### config.mk
export PLATFORM = sky130hd
export DESIGN_NAME = sound_beeper
export DESIGN_NICKNAME = d
export VERILOG_FILES = /design/src/rtl/beeper_pkg.sv /design/src/rtl/beeper_div.sv /design/src/rtl/sound_beeper.sv
export SDC_FILE = /design/constraint.sdc
export NUM_CORES = 1
export LEC_CHECK = 0
export CORE_ASPECT_RATIO = 0.5
export CORE_MARGIN = 2
export CORE_UTILIZATION = 51
export DETAILED_ROUTE_END_ITERATION = 16
export HOLD_SLACK_MARGIN = 0.1
export PLACE_DENSITY_LB_ADDON = 0.12
export SLEW_MARGIN = 10
export SYNTH_ARGS = -nofsm -noshare
export SYNTH_HDL_FRONTEND = slang
export SYNTH_HIERARCHICAL = 1
export SYNTH_SLANG_ARGS = --single-unit
### constraint.sdc
create_clock -name clk -period 19.9 [get_ports clk]
set_clock_uncertainty 0.15 [all_clocks]
set_input_delay 3.98 -clock clk [delete_from_list [all_inputs] [get_ports clk]]
set_output_delay 3.98 -clock clk [all_outputs]
set_load 0.02 [all_outputs]
### src/rtl/beeper_pkg.sv
// rtl/beeper_pkg.sv - shared types and widths for the cadenced piezo beeper
package beeper_pkg;

  typedef enum logic [1:0] {
    IDLE,
    TONE,
    GAP,
    HOLD
  } beeper_state_t;

  localparam int CNT_W   = 32;
  localparam int BURST_W = 8;

endpackage

### src/rtl/beeper_div.sv
// rtl/beeper_div.sv - loadable half-period down-counter producing the tone toggle tick
module beeper_div #(
  parameter int HW = 24
) (
  input  logic          clk,
  input  logic          reset,
  input  logic          load,
  input  logic [HW-1:0] half,
  output logic          tick
);

  logic [HW-1:0] cnt_q, cnt_d;

  // Loading with half-1 makes tick fire on the last cycle of each half-period.
  always_comb begin
    cnt_d = cnt_q - HW'(1);
    if (load || cnt_q == '0) begin
      cnt_d = half - HW'(1);
    end
  end

  always_ff @(posedge clk) begin
    if (reset) begin
      cnt_q <= '0;
    end else begin
      cnt_q <= cnt_d;
    end
  end

  assign tick = (cnt_q == '0);

endmodule

### src/rtl/sound_beeper.sv
// rtl/sound_beeper.sv - burst-cadenced square-wave alert driver for the entry-alarm piezo
module sound_beeper
  import beeper_pkg::*;
#(
  parameter int HALF_BASE  = 25000,
  parameter int HALF_STEP  = 100,
  parameter int ON_CYC     = 5000000,
  parameter int OFF_CYC    = 5000000,
  parameter int MAX_BURSTS = 0,
  parameter int HW         = 24
) (
  input  logic               clk,
  input  logic               reset,
  input  logic [7:0]         amount,
  input  logic               soundenable,
  output logic               speaker,
  output logic               active,
  output logic               done,
  output logic [BURST_W-1:0] bursts
);

  beeper_state_t      state_q, state_d;
  logic [CNT_W-1:0]   cnt_q, cnt_d;
  logic [BURST_W-1:0] bursts_q, bursts_d;
  logic [7:0]         amt_q, amt_d;
  logic               spk_q, spk_d;
  logic               active_q, done_q;
  logic               load;
  logic               tick;
  logic [7:0]         amt_src;
  logic [HW-1:0]      half;

  // On a burst start the divider must see the pitch being captured this edge.
  assign amt_src = load ? amount : amt_q;
  assign half    = HW'(HALF_BASE) + HW'(HALF_STEP) * HW'(amt_src);

  beeper_div #(.HW(HW)) u_div (
    .clk   (clk),
    .reset (reset),
    .load  (load),
    .half  (half),
    .tick  (tick)
  );

  always_comb begin
    state_d  = state_q;
    cnt_d    = cnt_q;
    bursts_d = bursts_q;
    amt_d    = amt_q;
    spk_d    = 1'b0;
    load     = 1'b0;
    unique case (state_q)
      IDLE: begin
        if (soundenable) begin
          state_d  = TONE;
          cnt_d    = '0;
          bursts_d = BURST_W'(1);
          amt_d    = amount;
          spk_d    = 1'b1;
          load     = 1'b1;
        end
      end
      TONE: begin
        if (!soundenable) begin
          state_d  = IDLE;
          cnt_d    = '0;
          bursts_d = '0;
        end else if (cnt_q == CNT_W'(ON_CYC - 1)) begin
          cnt_d   = '0;
          state_d = (MAX_BURSTS != 0 && bursts_q == BURST_W'(MAX_BURSTS)) ? HOLD : GAP;
        end else begin
          cnt_d = cnt_q + CNT_W'(1);
          spk_d = tick ? ~spk_q : spk_q;
        end
      end
      GAP: begin
        if (!soundenable) begin
          state_d  = IDLE;
          cnt_d    = '0;
          bursts_d = '0;
        end else if (cnt_q == CNT_W'(OFF_CYC - 1)) begin
          state_d  = TONE;
          cnt_d    = '0;
          bursts_d = (bursts_q == '1) ? bursts_q : bursts_q + BURST_W'(1);
          amt_d    = amount;
          spk_d    = 1'b1;
          load     = 1'b1;
        end else begin
          cnt_d = cnt_q + CNT_W'(1);
        end
      end
      HOLD: begin
        if (!soundenable) begin
          state_d  = IDLE;
          cnt_d    = '0;
          bursts_d = '0;
        end
      end
      default: begin
        state_d  = IDLE;
        cnt_d    = '0;
        bursts_d = '0;
      end
    endcase
  end

  always_ff @(posedge clk) begin
    if (reset) begin
      state_q  <= IDLE;
      cnt_q    <= '0;
      bursts_q <= '0;
      amt_q    <= '0;
      spk_q    <= 1'b0;
      active_q <= 1'b0;
      done_q   <= 1'b0;
    end else begin
      state_q  <= state_d;
      cnt_q    <= cnt_d;
      bursts_q <= bursts_d;
      amt_q    <= amt_d;
      spk_q    <= spk_d;
      active_q <= (state_d == TONE) || (state_d == GAP);
      done_q   <= (state_d == HOLD);
    end
  end

  assign speaker = spk_q;
  assign active  = active_q;
  assign done    = done_q;
  assign bursts  = bursts_q;

endmodule

==> summary.txt, run 1 <==
Synth
  – Share of the synthesized area in the top cell type: 0.275
  – Most used standard cells in the synthesized netlist: sky130_fd_sc_hd__nor2_1 (95), sky130_fd_sc_hd__dfxtp_1 (77), sky130_fd_sc_hd__nand2_1 (40), sky130_fd_sc_hd__xnor2_1 (40), sky130_fd_sc_hd__ha_1 (35)
  – Yosys synthesis warning count: 6
  – Area contributors post-synth: sky130_fd_sc_hd__dfxtp_1 (28%), sky130_fd_sc_hd__ha_1 (7.8%), sky130_fd_sc_hd__nor2_1 (6.4%)
  – Cell with the most instances after synthesis: sky130_fd_sc_hd__nor2_1
  – Most used flip-flop cell after synthesis: sky130_fd_sc_hd__dfxtp_1
  – Number of storage elements in the synthesis netlist: 77
  – Syn Inst Count: 660
  – Netlist area before placement: 5600 µm²
  – Count of flip-flops with a built-in enable after synthesis: 0
  – Post-synthesis sequential area ratio: 0.275
  – Async S/R FF share, synth: 0
  – Biggest area consumer among synthesized cells: sky130_fd_sc_hd__dfxtp_1
  – Unique cell type count in the Yosys netlist: 84
  – Average instance area after synthesis: 8.48 µm²

Place
  – Placer congestion estimate: 0.840
  – Half-perimeter wire length after placement: roughly 8700 µm
  – # port buffers: 21

Route
  – DRT Pass-1 Iters: 4
  – Detail Route Antenna Nets: 0
  – Per-cell via count in the routed design: roughly 5.6
  – Per-cell routed wire length: 14.2 µm
  – Detailed-route DRC error count: 0
  – Drt first-iter violations: roughly 250
  – Final WL: 12,000 µm
  – Via count: 4,717

Global route
  – GRT Residual Overflow: 0
  – Wire length of the first global-routing pass: 21,000 µm
  – Number of antenna violations at the first check in global routing: 0
  – Maximum number of pins on one net before global-route repair: 47
  – Overall track demand over capacity in global routing: 0.212
  – Number of global-route vias before repair: about 4.4k

Timing
  – Max-slew violation total from the final report: 0
  – Final period util: 0.524
  – Total Neg Setup Slack: 0 ns
  – Setup repair after global routing missed its margin: no
  – Worst Tran Pin Value: about 1.0 ns
  – Time the final worst path needs with I/O delays and setup: 10.42 ns
  – Number of endpoints failing setup at the final stage: 0
  – Hold Fails Final Rpt: 0
  – Final Hold Slack: 0.331 ns
  – Peak clock frequency supported by timing: 0.0960 GHz
  – Tightest slew margin relative to the limit: 0.326

Clock tree
  – Clock Tree Root: sky130_fd_sc_hd__clkbuf_16
  – CTS max path bufs: 2
  – Post-cts repair resize count: 0
  – Clk Latency, worst-skew pair: 0.34 ns
  – Post-CTS clock slew at the launch and capture registers of the worst setup and hold paths: about 0.060 ns
  – Cts-stage hold buffer count: 0
  – Setup Buffers After CTS: 0
  – CTS sink count: just under 80
  – Max H-tree Level: 3
  – CTS tree: yes
  – Number of clock buffers inserted by TritonCTS: 9

Worst hold path
  – Worst Hold Depth: 2
  – Startpoint of the lowest-slack hold path: cnt_q[1]$_SDFFE_PP0P_
  – Endpoint of the worst hold path: cnt_q[1]$_SDFFE_PP0P_
  – Type of the worst min-delay path: flop to flop

Setup path
  – CP required: between 15 and 20 ns
  – Internal reg-to-reg setup slack: around 13 ns
  – Worst R2R End: u_div/cnt_q[18]$_SDFF_PP0_
  – Worst-case reg-to-reg path depth: 20
  – Cell-by-cell listing of the critical path: clkdlybuf4s50_1 -> nand2_1 -> o41ai_4 -> mux2_2 -> ha_1 -> ha_1 -> fa_1 -> ha_1 -> a211oi_1 -> o21bai_1 -> a2111oi_2 -> o211ai_2 -> xnor2_1 -> or3_1 -> or3_1 -> or2_2 -> mux2i_1 -> a32o_1 -> a21oi_1
  – Startpoint of the worst register-to-register path: state_q[0]$_SDFF_PP0_
  – Arrival time worst endpoint: 10.47 ns
  – Worst path max stage delay: 0.81 ns
  – Max FO, Critical Path: 14
  – Category of the most critical setup path: primary input to flop
  – Kind of end point of the critical path: flop
  – Cell with the largest stage delay on the worst path: sky130_fd_sc_hd__clkdlybuf4s50_1
  – Kind of start point of the critical path: primary input
  – Cell mode on critical path: sky130_fd_sc_hd__ha_1

Floorplanning
  – Count of standard-cell rows: 26
  – Horiz. Die Dim: 152 µm
  – IO Count: 22
  – Starting density of the core: 0.536
  – Die Ht: 78.1 µm
  – Overall die area: 11,900 µm²
  – Core outline area: roughly 10,000 µm²

Pwr
  – Internal Pwr Total: 0.000342 W
  – Switching power: about 0.00019 W
  – Proportion of power drawn by flip-flops and latches: 0.335
  – Cell Pwr Density: 84.5 nW/µm²
  – Switching portion of total power: 0.356
  – Standby leakage power: 2.38 nW
  – Worst voltage drop across the vdd grid: 60.6 µV
  – Part of the total power dissipated in combinational logic: 0.344
  – Clock network fraction of total power: 0.321

Cells and area
  – P&R area growth vs syn: 12.2%
  – Fill cell count: ~950
  – Post-layout nets: 750
  – Core utilization of the finished layout: 0.601
  – Antenna Cells: 0
  – Fraction of layout instances using a drive strength above 1: 0.0907

Outcome
  – Result of the run: completed

Flow run
  – Total of max-cap violations: 0
[metal layers]
metal,GRT usage,vias to the layer above,share of wire
met3,0.0387,5,0.025
met5,0,-,0
met2,0.332,56,0.43
met1,0.305,2207,0.54
li1,-,2449,-
met4,0.0505,0,0.0052
[worst max-delay path by stage]
stage | slack (ns) | startpoint | cells past startpoint | endpoint
global placement | 9.34 | soundenable | 19 | u_div/cnt_q[18]$_SDFF_PP0_
global route | 9.02 | soundenable | 19 | u_div/cnt_q[18]$_SDFF_PP0_
floorplan | 10.56 | soundenable | 19 | u_div/cnt_q[18]$_SDFF_PP0_
CTS | 9.50 | soundenable | 19 | u_div/cnt_q[18]$_SDFF_PP0_
finish | 9.48 | soundenable | 19 | u_div/cnt_q[18]$_SDFF_PP0_
detailed placement | 9.16 | soundenable | 19 | u_div/cnt_q[18]$_SDFF_PP0_
[cell type report]
type                            instances  area, µm²  area share
Clock buffer                            9        225      0.0359
Clock inverter                          7       81.3      0.0129
Inverter                               18       67.6      0.0108
Multi-Input combinational cell        572       3970       0.632
Sequential cell                        77       1540       0.245
Tap cell                              140        175      0.0279
Timing Repair Buffer                   23        220      0.0351
[state kept, by name, summed over array words and instances, names as in the netlist]
register / flops
u_div/cnt_q: 24
bursts: 8
speaker: 1
active: 1
state_q: 2
cnt_q: 32
done: 1
amt_q: 8
[kinds of logic after synthesis]
group,share of synthesized area
and+or+nand+nor,0.276
DFF,0.275
other,0.000670
muxes,0.0644
buffers and inverters,0.0351
AOI/OAI and AO/OA,0.152
adders and majority gates,0.0889
xor gates and xnor gates,0.108
[worst max-delay path: cells and delay by family]
kind	cells	cell delay [ns]
AO/OA/AOI/OAI	7	1.87
XOR/XNOR	1	0.19
adder cells (fa/ha/maj)	4	1.46
buffers and inverters	1	0.81
multiplexers	2	0.73
AND/OR/NAND/NOR	4	1.43
[metrics by stage]
| step | area [µm²] | std cells | worst slack, ns | total power (W) |
|---|---|---|---|---|
| floorplan | 5710 | 689 | 10.56 | 0.000330 |
| global placement | 5970 | 830 | 9.34 | 0.000358 |
| detailed placement | 5970 | 830 | 9.16 | 0.000362 |
| CTS | 6280 | 846 | 9.50 | 0.000534 |
| global route | 6280 | 846 | 9.02 | 0.000564 |
| finish | 6280 | 846 | 9.48 | 0.000531 |
[power groups by stage]
stage / Clock (W) / Sequential, W / Combinational (W)
after floorplan: 0 / 0.000178 / 0.000152
after global placement: 0 / 0.000180 / 0.000178
after detailed placement: 0 / 0.000181 / 0.000181
after CTS: 0.000174 / 0.000177 / 0.000183
after global routing: 0.000180 / 0.000179 / 0.000205
final: 0.000170 / 0.000178 / 0.000183
[placed cells by master, fill, tap and decap left out, types with 3 or more instances in the layout]
cell,synthesis,layout
sky130_fd_sc_hd__or3_1,10,10
sky130_fd_sc_hd__and2_1,3,3
sky130_fd_sc_hd__inv_1,18,18
sky130_fd_sc_hd__dfxtp_1,77,77
sky130_fd_sc_hd__a311oi_1,4,4
sky130_fd_sc_hd__clkbuf_16,0,9
sky130_fd_sc_hd__conb_1,1,30
sky130_fd_sc_hd__nor2_1,95,95
sky130_fd_sc_hd__nor4_2,4,4
sky130_fd_sc_hd__a21oi_2,4,4
sky130_fd_sc_hd__a41oi_1,3,3
sky130_fd_sc_hd__nand3b_1,6,6
sky130_fd_sc_hd__clkdlybuf4s50_1,0,20
sky130_fd_sc_hd__nor2b_1,9,9
sky130_fd_sc_hd__and4_1,4,4
sky130_fd_sc_hd__nor3_1,27,27
sky130_fd_sc_hd__or2_2,6,6
sky130_fd_sc_hd__nor4_1,15,15
sky130_fd_sc_hd__o21ai_0,16,16
sky130_fd_sc_hd__o2111ai_1,3,3
sky130_fd_sc_hd__xnor2_1,40,40
sky130_fd_sc_hd__and3_1,8,8
sky130_fd_sc_hd__o21a_1,4,4
sky130_fd_sc_hd__nand4b_1,3,3
sky130_fd_sc_hd__a21oi_1,27,27
sky130_fd_sc_hd__mux2_2,8,8
sky130_fd_sc_hd__nand4_1,11,11
sky130_fd_sc_hd__nand2b_1,4,4
sky130_fd_sc_hd__fa_1,3,3
sky130_fd_sc_hd__nand3_1,23,23
sky130_fd_sc_hd__mux2i_1,23,23
sky130_fd_sc_hd__a211oi_1,12,12
sky130_fd_sc_hd__o211ai_1,3,3
sky130_fd_sc_hd__o31ai_1,3,3
sky130_fd_sc_hd__a21o_1,6,6
sky130_fd_sc_hd__xor2_1,29,29
sky130_fd_sc_hd__nand2_1,40,40
sky130_fd_sc_hd__ha_1,35,35
(Power assumes the default switching activity.)
==> run 2, diff against run 1 <==
==> constraint.sdc (replaced) <==
create_clock -name clk -period 9.07 [get_ports clk]
set_clock_uncertainty 0.15 [all_clocks]
set_input_delay 1.814 -clock clk [delete_from_list [all_inputs] [get_ports clk]]
set_output_delay 1.814 -clock clk [all_outputs]
set_load 0.02 [all_outputs]
==> run 2 against run 1 <==
  * First-iteration DRC count grew 8.8%
  * Sequential share of layout area grew 0.098 points
  * Via count is essentially flat
  * Wire length shrank 1.1%
  * Critical endpoint unchanged
==> summary.txt, run 2 (synthesis gave the netlist of run 1 again) <==
Outcome
  – Result of the run: completed (unchanged)

Floorplanning
  – Starting density of the core: 0.536 (unchanged)
  – Count of standard-cell rows: 26 (unchanged)
  – Core outline area: 10,400 µm² (unchanged)
  – Die Ht: 78.1 µm (unchanged)
  – IO Count: 22 (unchanged)
  – Overall die area: 11,900 µm² (unchanged)
  – Horiz. Die Dim: 152 µm (unchanged)

Clock tree
  – CTS tree: yes (unchanged)
  – CTS max path bufs: 2 (unchanged)
  – Max H-tree Level: 3 (unchanged)
  – CTS sink count: 77 (unchanged)
  – Setup Buffers After CTS: 0 (unchanged)
  – Number of clock buffers inserted by TritonCTS: 9 (unchanged)
  – Clk Latency, worst-skew pair: 0.33 ns (was 0.34 ns)
  – Post-cts repair resize count: 0 (unchanged)
  – Post-CTS clock slew at the launch and capture registers of the worst setup and hold paths: 0.06 ns (about the same)
  – Clock Tree Root: sky130_fd_sc_hd__clkbuf_16 (unchanged)
  – Cts-stage hold buffer count: 0 (unchanged)

Cells and area
  – Area of the multi-input gates: 3970 µm² (unchanged)
  – Largest registers: cnt_q (32), u_div/cnt_q (24) (unchanged)
  – Top library cells by usage in the layout, fill and taps aside: sky130_fd_sc_hd__nor2_1 (95), sky130_fd_sc_hd__dfxtp_1 (77), sky130_fd_sc_hd__nand2_1 (40), sky130_fd_sc_hd__xnor2_1 (40), sky130_fd_sc_hd__ha_1 (35) (unchanged)
  – Most common cell after layout, fill and taps aside: sky130_fd_sc_hd__nor2_1 (unchanged)
  – Flip-flop count of the largest register after layout: 32 (unchanged)
  – Antenna Cells: 0 (unchanged)
  – Fraction of layout instances using a drive strength above 1: 0.0907 (unchanged)
  – P&R area growth vs syn: 11.7% (was 12.2%)
  – Register with the most flip-flops: cnt_q (unchanged)
  – Post-layout nets: 750 (unchanged)
  – Fill cell count: 957 (was 946)
  – Non-filler cells, final: 846 (unchanged)
  – Flip-flop and latch area: 1540 µm² (unchanged)

Timing
  – Number of endpoints failing setup at the final stage: 0 (unchanged)
  – Setup repair after global routing missed its margin: no (unchanged)
  – Worst Tran Pin Value: 1.01 ns (about the same)
  – Max-slew violation total from the final report: 0 (unchanged)
  – Hold Fails Final Rpt: 0 (unchanged)
  – Total Neg Setup Slack: 0 ns (unchanged)
  – Time the final worst path needs with I/O delays and setup: 7.93 ns
  – Tightest slew margin relative to the limit: 0.325 (was 0.326)
  – Final period util: 0.874
  – Peak clock frequency supported by timing: roughly 0.13 GHz

Route
  – Detail Route Antenna Nets: 0 (unchanged)
  – Per-cell via count in the routed design: 5.57 (was 5.58)
  – Per-cell routed wire length: 14.1 µm (was 14.2 µm)
  – Via count: 4,715 (was 4,717)
  – DRT Pass-1 Iters: 4 (unchanged)
  – Drt first-iter violations: 273 (was 251)
  – Final WL: 11,900 µm (was 12,000 µm)
  – Detailed-route DRC error count: 0 (unchanged)

Global route
  – Number of antenna violations at the first check in global routing: 0 (unchanged)
  – Maximum number of pins on one net before global-route repair: 47 (unchanged)
  – Overall track demand over capacity in global routing: 0.205 (was 0.212)
  – Number of global-route vias before repair: 4,254 (was 4,408)
  – GRT Residual Overflow: 0 (unchanged)
  – Wire length of the first global-routing pass: 20,400 µm (was 21,000 µm)

Worst hold path
  – Endpoint of the worst hold path: cnt_q[1]$_SDFFE_PP0P_ (unchanged)
  – Type of the worst min-delay path: flop to flop (unchanged)
  – Worst Hold Depth: 2 (unchanged)
  – Startpoint of the lowest-slack hold path: cnt_q[1]$_SDFFE_PP0P_ (unchanged)

Setup path
  – Category of the most critical setup path: primary input to flop (unchanged)
  – Internal reg-to-reg setup slack: 2.46 ns (was 13.24 ns)
  – Kind of start point of the critical path: primary input (unchanged)
  – CP required: 9.10 ns (was 19.95 ns)
  – Startpoint of the worst register-to-register path: cnt_q[22]$_SDFFE_PP0P_ (was state_q[0]$_SDFF_PP0_)
  – Worst R2R End: u_div/cnt_q[18]$_SDFF_PP0_ (unchanged)
  – Kind of end point of the critical path: flop (unchanged)
  – Worst-case reg-to-reg path depth: 19 (was 20)
  – Arrival time worst endpoint: 7.96 ns (was 10.47 ns)
  – Max FO, Critical Path: 14 (unchanged)

Flow run
  – Total of max-cap violations: 0 (unchanged)

Place
  – Total placed cells including tap cells: 830 (unchanged)
  – # port buffers: 21 (unchanged)
  – Placer congestion estimate: 0.850 (was 0.840)
  – Half-perimeter wire length after placement: 8800 µm (was 8730 µm)

Pwr
  – Worst voltage drop across the vdd grid: 109 µV (was 60.6 µV)
  – Cell Pwr Density: 181 nW/µm² (was 84.5 nW/µm²)
  – Standby leakage power: 2.36 nW (was 2.38 nW)
[run 2: how the worst max path moves through the flow]
stage / startpoint / endpoint / slack [ns] / cells after the start
finish: soundenable / u_div/cnt_q[18]$_SDFF_PP0_ / 1.14 / 20
global route: soundenable / u_div/cnt_q[23]$_SDFF_PP0_ / 0.70 / 23
floorplan: soundenable / u_div/cnt_q[18]$_SDFF_PP0_ / 1.90 / 19
CTS: soundenable / u_div/cnt_q[18]$_SDFF_PP0_ / 1.10 / 20
global placement: soundenable / u_div/cnt_q[18]$_SDFF_PP0_ / 0.95 / 20
detailed placement: soundenable / u_div/cnt_q[18]$_SDFF_PP0_ / 0.76 / 20
[run 2: final cells by class]
cell class,count,share of cell area
inverter,18,0.0108
sequential,77,0.246
clock inverter,7,0.00900
multi-input combinational,572,0.635
timing repair buffer,23,0.0352
clock buffer,9,0.0360
tap,140,0.0280
[run 2: power breakdown]
| part | switching (W) | leakage, nW | internal, W |
|---|---|---|---|
| clock network | 0.000154 | 0.137 | 0.000189 |
| registers | 0.0000286 | 0.628 | 0.000362 |
| logic | 0.000230 | 1.60 | 0.000170 |
| total | 0.000413 | 2.36 | 0.000721 |
[run 2: metal layers]
metal / global-route usage / vias up / wire [µm]
li1: - / 2456 / -
met1: 0.292 / 2192 / 6270
met2: 0.323 / 58 / 5180
met3: 0.0409 / 9 / 331
met4: 0.0467 / 0 / 108
met5: 0 / - / 0
[run 2: stage by stage]
stage | cell area, µm² | util | setup WS, ns | hold slack (ns) | total power, W
3_5_place_dp | 5970 | 0.572 | 0.763 | 0.323 | 0.000794
2_1_floorplan | 5710 | - | 1.90 | 0.304 | 0.000724
6_report | 6260 | 0.599 | 1.14 | 0.332 | 0.00113
3_3_place_gp | 5970 | 0.572 | 0.949 | 0.317 | 0.000788
4_1_cts | 6260 | 0.599 | 1.10 | 0.333 | 0.00114
5_1_grt | 6260 | 0.599 | 0.703 | 0.354 | 0.00121
[run 2: critical path, stage by stage]
cell	delay, ns
sky130_fd_sc_hd__clkdlybuf4s50_1	0.45
sky130_fd_sc_hd__buf_4	0.20
sky130_fd_sc_hd__nand2_1	0.27
sky130_fd_sc_hd__o41ai_4	0.53
sky130_fd_sc_hd__mux2_2	0.43
sky130_fd_sc_hd__ha_1	0.28
sky130_fd_sc_hd__ha_1	0.32
sky130_fd_sc_hd__fa_1	0.46
sky130_fd_sc_hd__ha_1	0.41
sky130_fd_sc_hd__a211oi_1	0.13
sky130_fd_sc_hd__o21bai_1	0.22
sky130_fd_sc_hd__a2111oi_2	0.52
sky130_fd_sc_hd__o211ai_2	0.15
sky130_fd_sc_hd__xnor2_1	0.20
sky130_fd_sc_hd__or3_1	0.40
sky130_fd_sc_hd__or3_1	0.35
sky130_fd_sc_hd__or2_2	0.29
sky130_fd_sc_hd__mux2i_1	0.28
sky130_fd_sc_hd__a32o_1	0.21
sky130_fd_sc_hd__a21oi_1	0.06
